`config.mk`:
```
export PLATFORM = sky130hd
export DESIGN_NAME = uart_tx_frame_flat
export DESIGN_NICKNAME = d
export VERILOG_FILES = /design/src/rtl/uart_tx_frame_if.sv /design/src/rtl/uart_tx_frame.sv /design/src/flat_wrapper.sv
export SDC_FILE = /design/constraint.sdc
export NUM_CORES = 1
export LEC_CHECK = 0
export ABC_CLOCK_PERIOD_IN_PS = 2700
export CAP_MARGIN = 15
export CORE_MARGIN = 8
export CORE_UTILIZATION = 40
export CTS_BUF_LIST = sky130_fd_sc_hd__clkbuf_4 sky130_fd_sc_hd__clkbuf_8
export CTS_CLUSTER_DIAMETER = 40
export DETAILED_ROUTE_END_ITERATION = 12
export DONT_BUFFER_PORTS = 1
export MAX_ROUTING_LAYER = met4
export PLACE_DENSITY = 0.59
export SYNTH_ARGS = -nofsm -noshare
export SYNTH_HDL_FRONTEND = slang
export SYNTH_SLANG_ARGS = --single-unit
export TNS_END_PERCENT = 1
```
`constraint.sdc`:
```
create_clock -name clk -period 2.7 [get_ports clk]
set_input_delay 0.81 -clock clk [delete_from_list [all_inputs] [get_ports clk]]
set_output_delay 0.81 -clock clk [all_outputs]
set_load 0.01 [all_outputs]
```
`src/rtl/uart_tx_frame_if.sv`:
```
// Parallel request side and serial/busy status of the UART frame transmitter.
// Handshake: a word is taken on the rising clk edge where DATA_VALID=1 and busy=0.
// busy is the inverse of ready. While busy=1, DATA_VALID and its payload are ignored.
interface uart_tx_frame_if #(
  parameter int DATA_WIDTH = 8
);
  logic [DATA_WIDTH-1:0] P_DATA;
  logic                  DATA_VALID;
  logic                  PAR_EN;
  logic                  PAR_TYP;
  logic                  TX_OUT;
  logic                  busy;

  modport master (
    output P_DATA,
    output DATA_VALID,
    output PAR_EN,
    output PAR_TYP,
    input  TX_OUT,
    input  busy
  );

  modport slave (
    input  P_DATA,
    input  DATA_VALID,
    input  PAR_EN,
    input  PAR_TYP,
    output TX_OUT,
    output busy
  );
endinterface

```
`src/rtl/uart_tx_frame.sv`:
```
// UART transmitter: one start bit, DATA_WIDTH data bits sent LSB first, an optional parity bit, and the stop bits.
// Each bit lasts one clk cycle. TX_OUT and busy are driven directly from flops.
module uart_tx_frame #(
  parameter int DATA_WIDTH = 8,
  parameter int STOP_BITS  = 1
) (
  input  logic            clk,
  input  logic            rst,
  uart_tx_frame_if.slave  tx_if,
  output logic [2:0]      dbg_state
);

  localparam int CNT_W  = $clog2(DATA_WIDTH + 1);
  localparam int STOP_N = (STOP_BITS == 2) ? 2 : 1;
  localparam logic [CNT_W-1:0] DATA_LAST = CNT_W'(DATA_WIDTH - 1);
  localparam logic [CNT_W-1:0] STOP_LAST = CNT_W'(STOP_N - 1);

  typedef enum logic [2:0] {
    IDLE   = 3'd0,
    START  = 3'd1,
    DATA   = 3'd2,
    PARITY = 3'd3,
    STOP   = 3'd4
  } state_t;

  state_t                state;
  logic [DATA_WIDTH-1:0] shreg;
  logic [CNT_W-1:0]      bit_cnt;
  logic                  par_en_q;
  logic                  par_bit;
  logic                  tx_q;
  logic                  busy_q;

  // Each output flop is loaded with the bit the next state drives onto the line.
  // Bit 0 of the data word is loaded on the START->DATA edge.
  always_ff @(posedge clk or posedge rst) begin
    if (rst) begin
      state    <= IDLE;
      shreg    <= '0;
      bit_cnt  <= '0;
      par_en_q <= 1'b0;
      par_bit  <= 1'b0;
      tx_q     <= 1'b1;
      busy_q   <= 1'b0;
    end else begin
      case (state)
        IDLE: begin
          tx_q    <= 1'b1;
          busy_q  <= 1'b0;
          bit_cnt <= '0;
          if (tx_if.DATA_VALID) begin
            state    <= START;
            tx_q     <= 1'b0;
            busy_q   <= 1'b1;
            shreg    <= tx_if.P_DATA;
            par_en_q <= tx_if.PAR_EN;
            par_bit  <= (^tx_if.P_DATA) ^ tx_if.PAR_TYP;
          end
        end
        START: begin
          state   <= DATA;
          tx_q    <= shreg[0];
          shreg   <= shreg >> 1;
          bit_cnt <= '0;
        end
        DATA: begin
          if (bit_cnt == DATA_LAST) begin
            bit_cnt <= '0;
            if (par_en_q) begin
              state <= PARITY;
              tx_q  <= par_bit;
            end else begin
              state <= STOP;
              tx_q  <= 1'b1;
            end
          end else begin
            tx_q    <= shreg[0];
            shreg   <= shreg >> 1;
            bit_cnt <= bit_cnt + 1'b1;
          end
        end
        PARITY: begin
          state   <= STOP;
          tx_q    <= 1'b1;
          bit_cnt <= '0;
        end
        STOP: begin
          tx_q <= 1'b1;
          if (bit_cnt == STOP_LAST) begin
            state   <= IDLE;
            busy_q  <= 1'b0;
            bit_cnt <= '0;
          end else begin
            bit_cnt <= bit_cnt + 1'b1;
          end
        end
        default: begin
          state   <= IDLE;
          tx_q    <= 1'b1;
          busy_q  <= 1'b0;
          bit_cnt <= '0;
        end
      endcase
    end
  end

  assign tx_if.TX_OUT = tx_q;
  assign tx_if.busy   = busy_q;
  assign dbg_state    = state;

endmodule

```
`src/flat_wrapper.sv`:
```
// flat-port wrapper written by rule: the top's interface ports become plain ports
module uart_tx_frame_flat 
#(
  parameter int DATA_WIDTH = 8,
  parameter int STOP_BITS  = 1
)
  (clk, rst, dbg_state, tx_if_P_DATA, tx_if_DATA_VALID, tx_if_PAR_EN, tx_if_PAR_TYP, tx_if_TX_OUT, tx_if_busy);
  uart_tx_frame_if #(.DATA_WIDTH(DATA_WIDTH)) tx_if_i ();
  input  logic clk;
  input  logic rst;
  output logic [2:0] dbg_state;
  input wire logic [$bits(tx_if_i.P_DATA)-1:0] tx_if_P_DATA;
  input wire logic [$bits(tx_if_i.DATA_VALID)-1:0] tx_if_DATA_VALID;
  input wire logic [$bits(tx_if_i.PAR_EN)-1:0] tx_if_PAR_EN;
  input wire logic [$bits(tx_if_i.PAR_TYP)-1:0] tx_if_PAR_TYP;
  output wire logic [$bits(tx_if_i.TX_OUT)-1:0] tx_if_TX_OUT;
  output wire logic [$bits(tx_if_i.busy)-1:0] tx_if_busy;
  assign tx_if_i.P_DATA = tx_if_P_DATA;
  assign tx_if_i.DATA_VALID = tx_if_DATA_VALID;
  assign tx_if_i.PAR_EN = tx_if_PAR_EN;
  assign tx_if_i.PAR_TYP = tx_if_PAR_TYP;
  assign tx_if_TX_OUT = tx_if_i.TX_OUT;
  assign tx_if_busy = tx_if_i.busy;
  uart_tx_frame #(.DATA_WIDTH(DATA_WIDTH), .STOP_BITS(STOP_BITS)) u_core (.clk(clk), .rst(rst), .tx_if(tx_if_i), .dbg_state(dbg_state));
endmodule
```
==> results.md <==
- The combinational family with the most area after synthesis is multiplexers.
- The startpoint of the most critical register-to-register path is u_core.dbg_state[0]$_DFFE_PP0P_.
- Setup repair after global routing left no endpoint under its margin.
- The number of placed instances with taps included is around 120.
- The layout cell share with drive strength beyond 1 is between 20% and 30%.
- The area share of xor/xnor cells in the synthesized design is under 10%.
- In this run the worst hold path is classified as reg -> reg.
- The simple logic cell fraction of the synthesized area is between 10% and 20%.
- The number of vias per cell after detailed routing is 5.264.
- The finished cells cover around 0.0011 sq mm.
- Fill cells in the final layout number roughly 240.
- The core region is 0.002477 sq mm.
- The count of antenna-violating nets left after detailed routing is 0.
- The critical path data required time is just under 3 ns.
- The area fraction in compound gates after synthesis is under 10%.
- The utilization after layout is 44.34%.
- The flop-to-flop setup slack is 0.78 ns.
- The repair_antennas step left the layout with diodes totalling 0.
- From left edge to right edge, the die measures 66.89 um.
- The finished layout holds between 100 and 150 standard cells, fillers aside.
- The tree built by TritonCTS fans out to 19 sinks.
- In this run the tightest slew margin relative to its limit is 49.64%.
- For this design the static power due to leakage is between 0.4 and 0.5 nW.
- The final number of hold-violating endpoints is 0.
- The area overhead of the layout relative to synthesis is 6.038%.
- The depth of the CTS H-tree is 1.
- The smallest clock period supported by the final layout is computed as ~1.9 ns.
- Power comes to ~1.2 mW.
- The mean instance size in the synthesized netlist is about 12 sq um.
- When the netlist entered floorplanning its net count stood at slightly above 100.
- The Yosys step of the flow raised 0 warnings.
- Global routing used 9.591% of the available tracks across all layers.
- The initial antenna violation count is 0.
- The hold path endpoint is u_core.bit_cnt[0]$_DFF_PP0_.
- Measured against the total synthesized area, the mux share comes to around 17%.
- Across the VDD grid, the largest voltage drop is 0.0004729 V.
- For the worst-skew pair, the clock arrives at the later sink with an insertion delay of 0.29 ns.
- In the synthesized netlist, the number of instances is 88.
- The die boundary height is ~67 um.
- The congestion estimate from routability-driven global placement came to approximately 0.76.
- The register area is approximately 480 sq um.
- The floorplan has 18 rows.
- The distinct cell type count of the synthesized netlist is 31.
- The first global-routing pass estimated around 3.2 mm of wire.
- The start point of the worst hold path is u_core.bit_cnt[0]$_DFF_PP0_.
- Summed over all layers, the routed wires come to roughly 1.9 mm.
- STA classifies the critical path endpoint as a flip-flop.
- The synthesized cell area is a little over 0.001 sq mm.
- The worst register-to-register path ends at u_core.shreg[0]$_DFFE_PP0P_.
- Once the floorplan was initialized, standard cells occupied a little over two fifths of the core.
- STA classifies the critical path startpoint as a flip-flop.
- The TritonCTS buffer count is 3.
- The largest net degree at the start of global routing is 20.
- The global-route congestion overflow total is 0.
- The flow ran to the end, and the final reports show no timing, DRC or antenna violations.
- The leading cell type in the layout, fill and taps excluded is sky130_fd_sc_hd__dfrtp_1.
- The pre-antenna-repair detailed-routing pass consisted of 3 iterations.
- The number of hold buffers added after CTS was 0.
- The post-detailed-placement half-perimeter wirelength is 1.391 mm.
- The arithmetic-cell share of the synthesized area counting full adders, half adders and majority gates is 2.415%.
- The category of the critical setup timing path is reg -> reg.
- The proportion of synthesized chip area in sequential cells is between 40% and 50%.
- At the pin with the least slew margin, the transition time is about 0.75 ns.
- The count of max-cap constraint violations is 0.
- The post-CTS setup repair buffer count is 0.
- Data on the critical path arrives at its endpoint at around 2.1 ns.
- In the final routed layout, each cell accounts on average for 15.40 um.
- The largest total area in the synthesized netlist belongs to sky130_fd_sc_hd__dfrtp_1.
- The synthesized design devotes to its leading area cell type around 43% of total area.
- The timing-limited maximum frequency is slightly above 500 MHz.
- The power per cell area is 1066 mW/mm^2.
- In this run the cell area measured after placement is 0.001069 sq mm.
- For this run, the post-layout net count is between 100 and 150.
- The die outline area is between 0.004 and 0.005 sq mm.
- By area the synthesized netlist is led by sky130_fd_sc_hd__dfrtp_1, sky130_fd_sc_hd__mux2_2, sky130_fd_sc_hd__xnor2_1.
- The number of global-route vias before repair was between 700 and 800.
- The total I/O pin count is 18.
- The library cells used most frequently in the layout, excluding fill and tap cells, are sky130_fd_sc_hd__dfrtp_1, sky130_fd_sc_hd__mux2_2, sky130_fd_sc_hd__nor2_1, sky130_fd_sc_hd__inv_1, sky130_fd_sc_hd__xnor2_1.
- After the first detailed-routing iteration, the DRC count stood at 29.
- The setup clock skew after layout is about 0.0023 ns.
- The number of cells traversed by the worst register-to-register path is 4.
- The TritonCTS clock tree is built.
- Dividing the final minimum period by the clock period gives 71.25%.
- The number of gates resized after CTS was 0.
- The number of buffers on the longest clock path is 2.
- The total of endpoints with negative setup slack in the final report is 0.
- The vias after detailed routing is approximately 640.
- Of all nets on the critical path, the largest fanout is 8.
- Summing all multi-input logic gate instances after layout gives between 500 and 600 sq um.
- The number of design rule violations left after detail routing is 0.
- The buffer type at the clock tree root is sky130_fd_sc_hd__clkbuf_4.
- Input and output buffers added on the ports amount to 0.
- The number of instances on the worst hold path is 1.
- After routing, the total negative slack on setup checks comes to 0 ns.
- The final count of pins violating max slew is 0.
- Counting flops and latches in the post-synthesis netlist gives 19.
- After clock tree synthesis, the clock-pin slew on the worst setup and hold paths is ~0.1 ns.
layer usage:
layer	routed length [um]	track usage (%)	vias up
li1	-	-	312
met1	808	10.00	310
met2	869	15.05	13
met3	168	3.859	2
met4	19	5.483	0
met5	0	-	-
worst max-delay path, cell delays in order (launching register included):
cell                       delay (ns)
sky130_fd_sc_hd__dfrtp_1         0.50
sky130_fd_sc_hd__nand2b_2        0.28
sky130_fd_sc_hd__a21oi_2         0.40
sky130_fd_sc_hd__mux2_2          0.38
sky130_fd_sc_hd__mux2_2          0.26
synth_stat cells:
master                      n
sky130_fd_sc_hd__nor2_1     5
sky130_fd_sc_hd__xnor2_1    5
sky130_fd_sc_hd__nor3_1     2
sky130_fd_sc_hd__nand2_1    2
sky130_fd_sc_hd__nand2b_1   1
sky130_fd_sc_hd__o21ai_0    4
sky130_fd_sc_hd__a21o_1     1
sky130_fd_sc_hd__dfstp_2    1
sky130_fd_sc_hd__nand3b_1   2
sky130_fd_sc_hd__a21boi_0   1
sky130_fd_sc_hd__xor2_1     3
sky130_fd_sc_hd__inv_1      5
sky130_fd_sc_hd__nand3_1    1
sky130_fd_sc_hd__a21oi_1    1
sky130_fd_sc_hd__ha_1       2
sky130_fd_sc_hd__a21oi_2    1
sky130_fd_sc_hd__mux2_2    16
sky130_fd_sc_hd__a2111o_1   1
sky130_fd_sc_hd__nor3_4     1
sky130_fd_sc_hd__a21bo_2    1
sky130_fd_sc_hd__nor3_2     1
sky130_fd_sc_hd__o311ai_0   1
sky130_fd_sc_hd__a31oi_1    1
sky130_fd_sc_hd__and3b_1    1
sky130_fd_sc_hd__or2_2      1
sky130_fd_sc_hd__nand2b_2   1
sky130_fd_sc_hd__xnor3_1    1
sky130_fd_sc_hd__o21a_1     2
sky130_fd_sc_hd__buf_2      1
sky130_fd_sc_hd__dfrtp_1   18
sky130_fd_sc_hd__nor2b_1    4
worst max path at each step:
stage                                               start                     endpoint  slack (ns)  cells after the start
after floorplan                          tx_if_DATA_VALID  u_core.shreg[0]$_DFFE_PP0P_        0.92                      4
after global placement    u_core.dbg_state[0]$_DFFE_PP0P_  u_core.shreg[0]$_DFFE_PP0P_        0.77                      4
after detailed placement  u_core.dbg_state[0]$_DFFE_PP0P_  u_core.shreg[2]$_DFFE_PP0P_        0.79                      4
after CTS                 u_core.dbg_state[0]$_DFFE_PP0P_  u_core.shreg[2]$_DFFE_PP0P_        0.76                      4
after global routing      u_core.dbg_state[0]$_DFFE_PP0P_  u_core.shreg[0]$_DFFE_PP0P_        0.67                      4
final                     u_core.dbg_state[0]$_DFFE_PP0P_  u_core.shreg[0]$_DFFE_PP0P_        0.78                      4
stage by stage:
step | setup WS (ns) | hold WS [ns]
3_5_place_dp | 0.7857 | 0.4862
4_1_cts | 0.7551 | 0.5011
5_1_grt | 0.6678 | 0.5185
6_report | 0.7764 | 0.4968
2_1_floorplan | 0.9208 | 0.4498
3_3_place_gp | 0.7744 | 0.4656
flip-flops by register name (all words and copies together), names as in the netlist:
register / count
u_core.bit_cnt: 4
u_core.tx_if.busy: 1
u_core.par_bit: 1
u_core.shreg: 8
u_core.par_en_q: 1
u_core.tx_if.TX_OUT: 1
u_core.dbg_state: 3
power by group:
part	switching, mW	internal (mW)
clock	0.0832	0.0674
sequential	0.123	0.412
combinational	0.198	0.288
cells by family (layout without fill, tap and decap cells):
group,Yosys count,in the layout
AOI/OAI and AO/OA,14,14
xor gates and xnor gates,9,9
adders and majority gates,2,2
buffers and inverters,6,9
DFF,19,19
muxes,16,16
and+or+nand+nor,22,22
area by class of cell:
cell class                 instances  share of cell area, %
inverter                           5                  1.708
tap                               30                  3.417
multi-input combinational         63                  48.75
sequential                        19                  43.39
clock buffer                       4                  2.733
(Power assumes the default switching activity.)
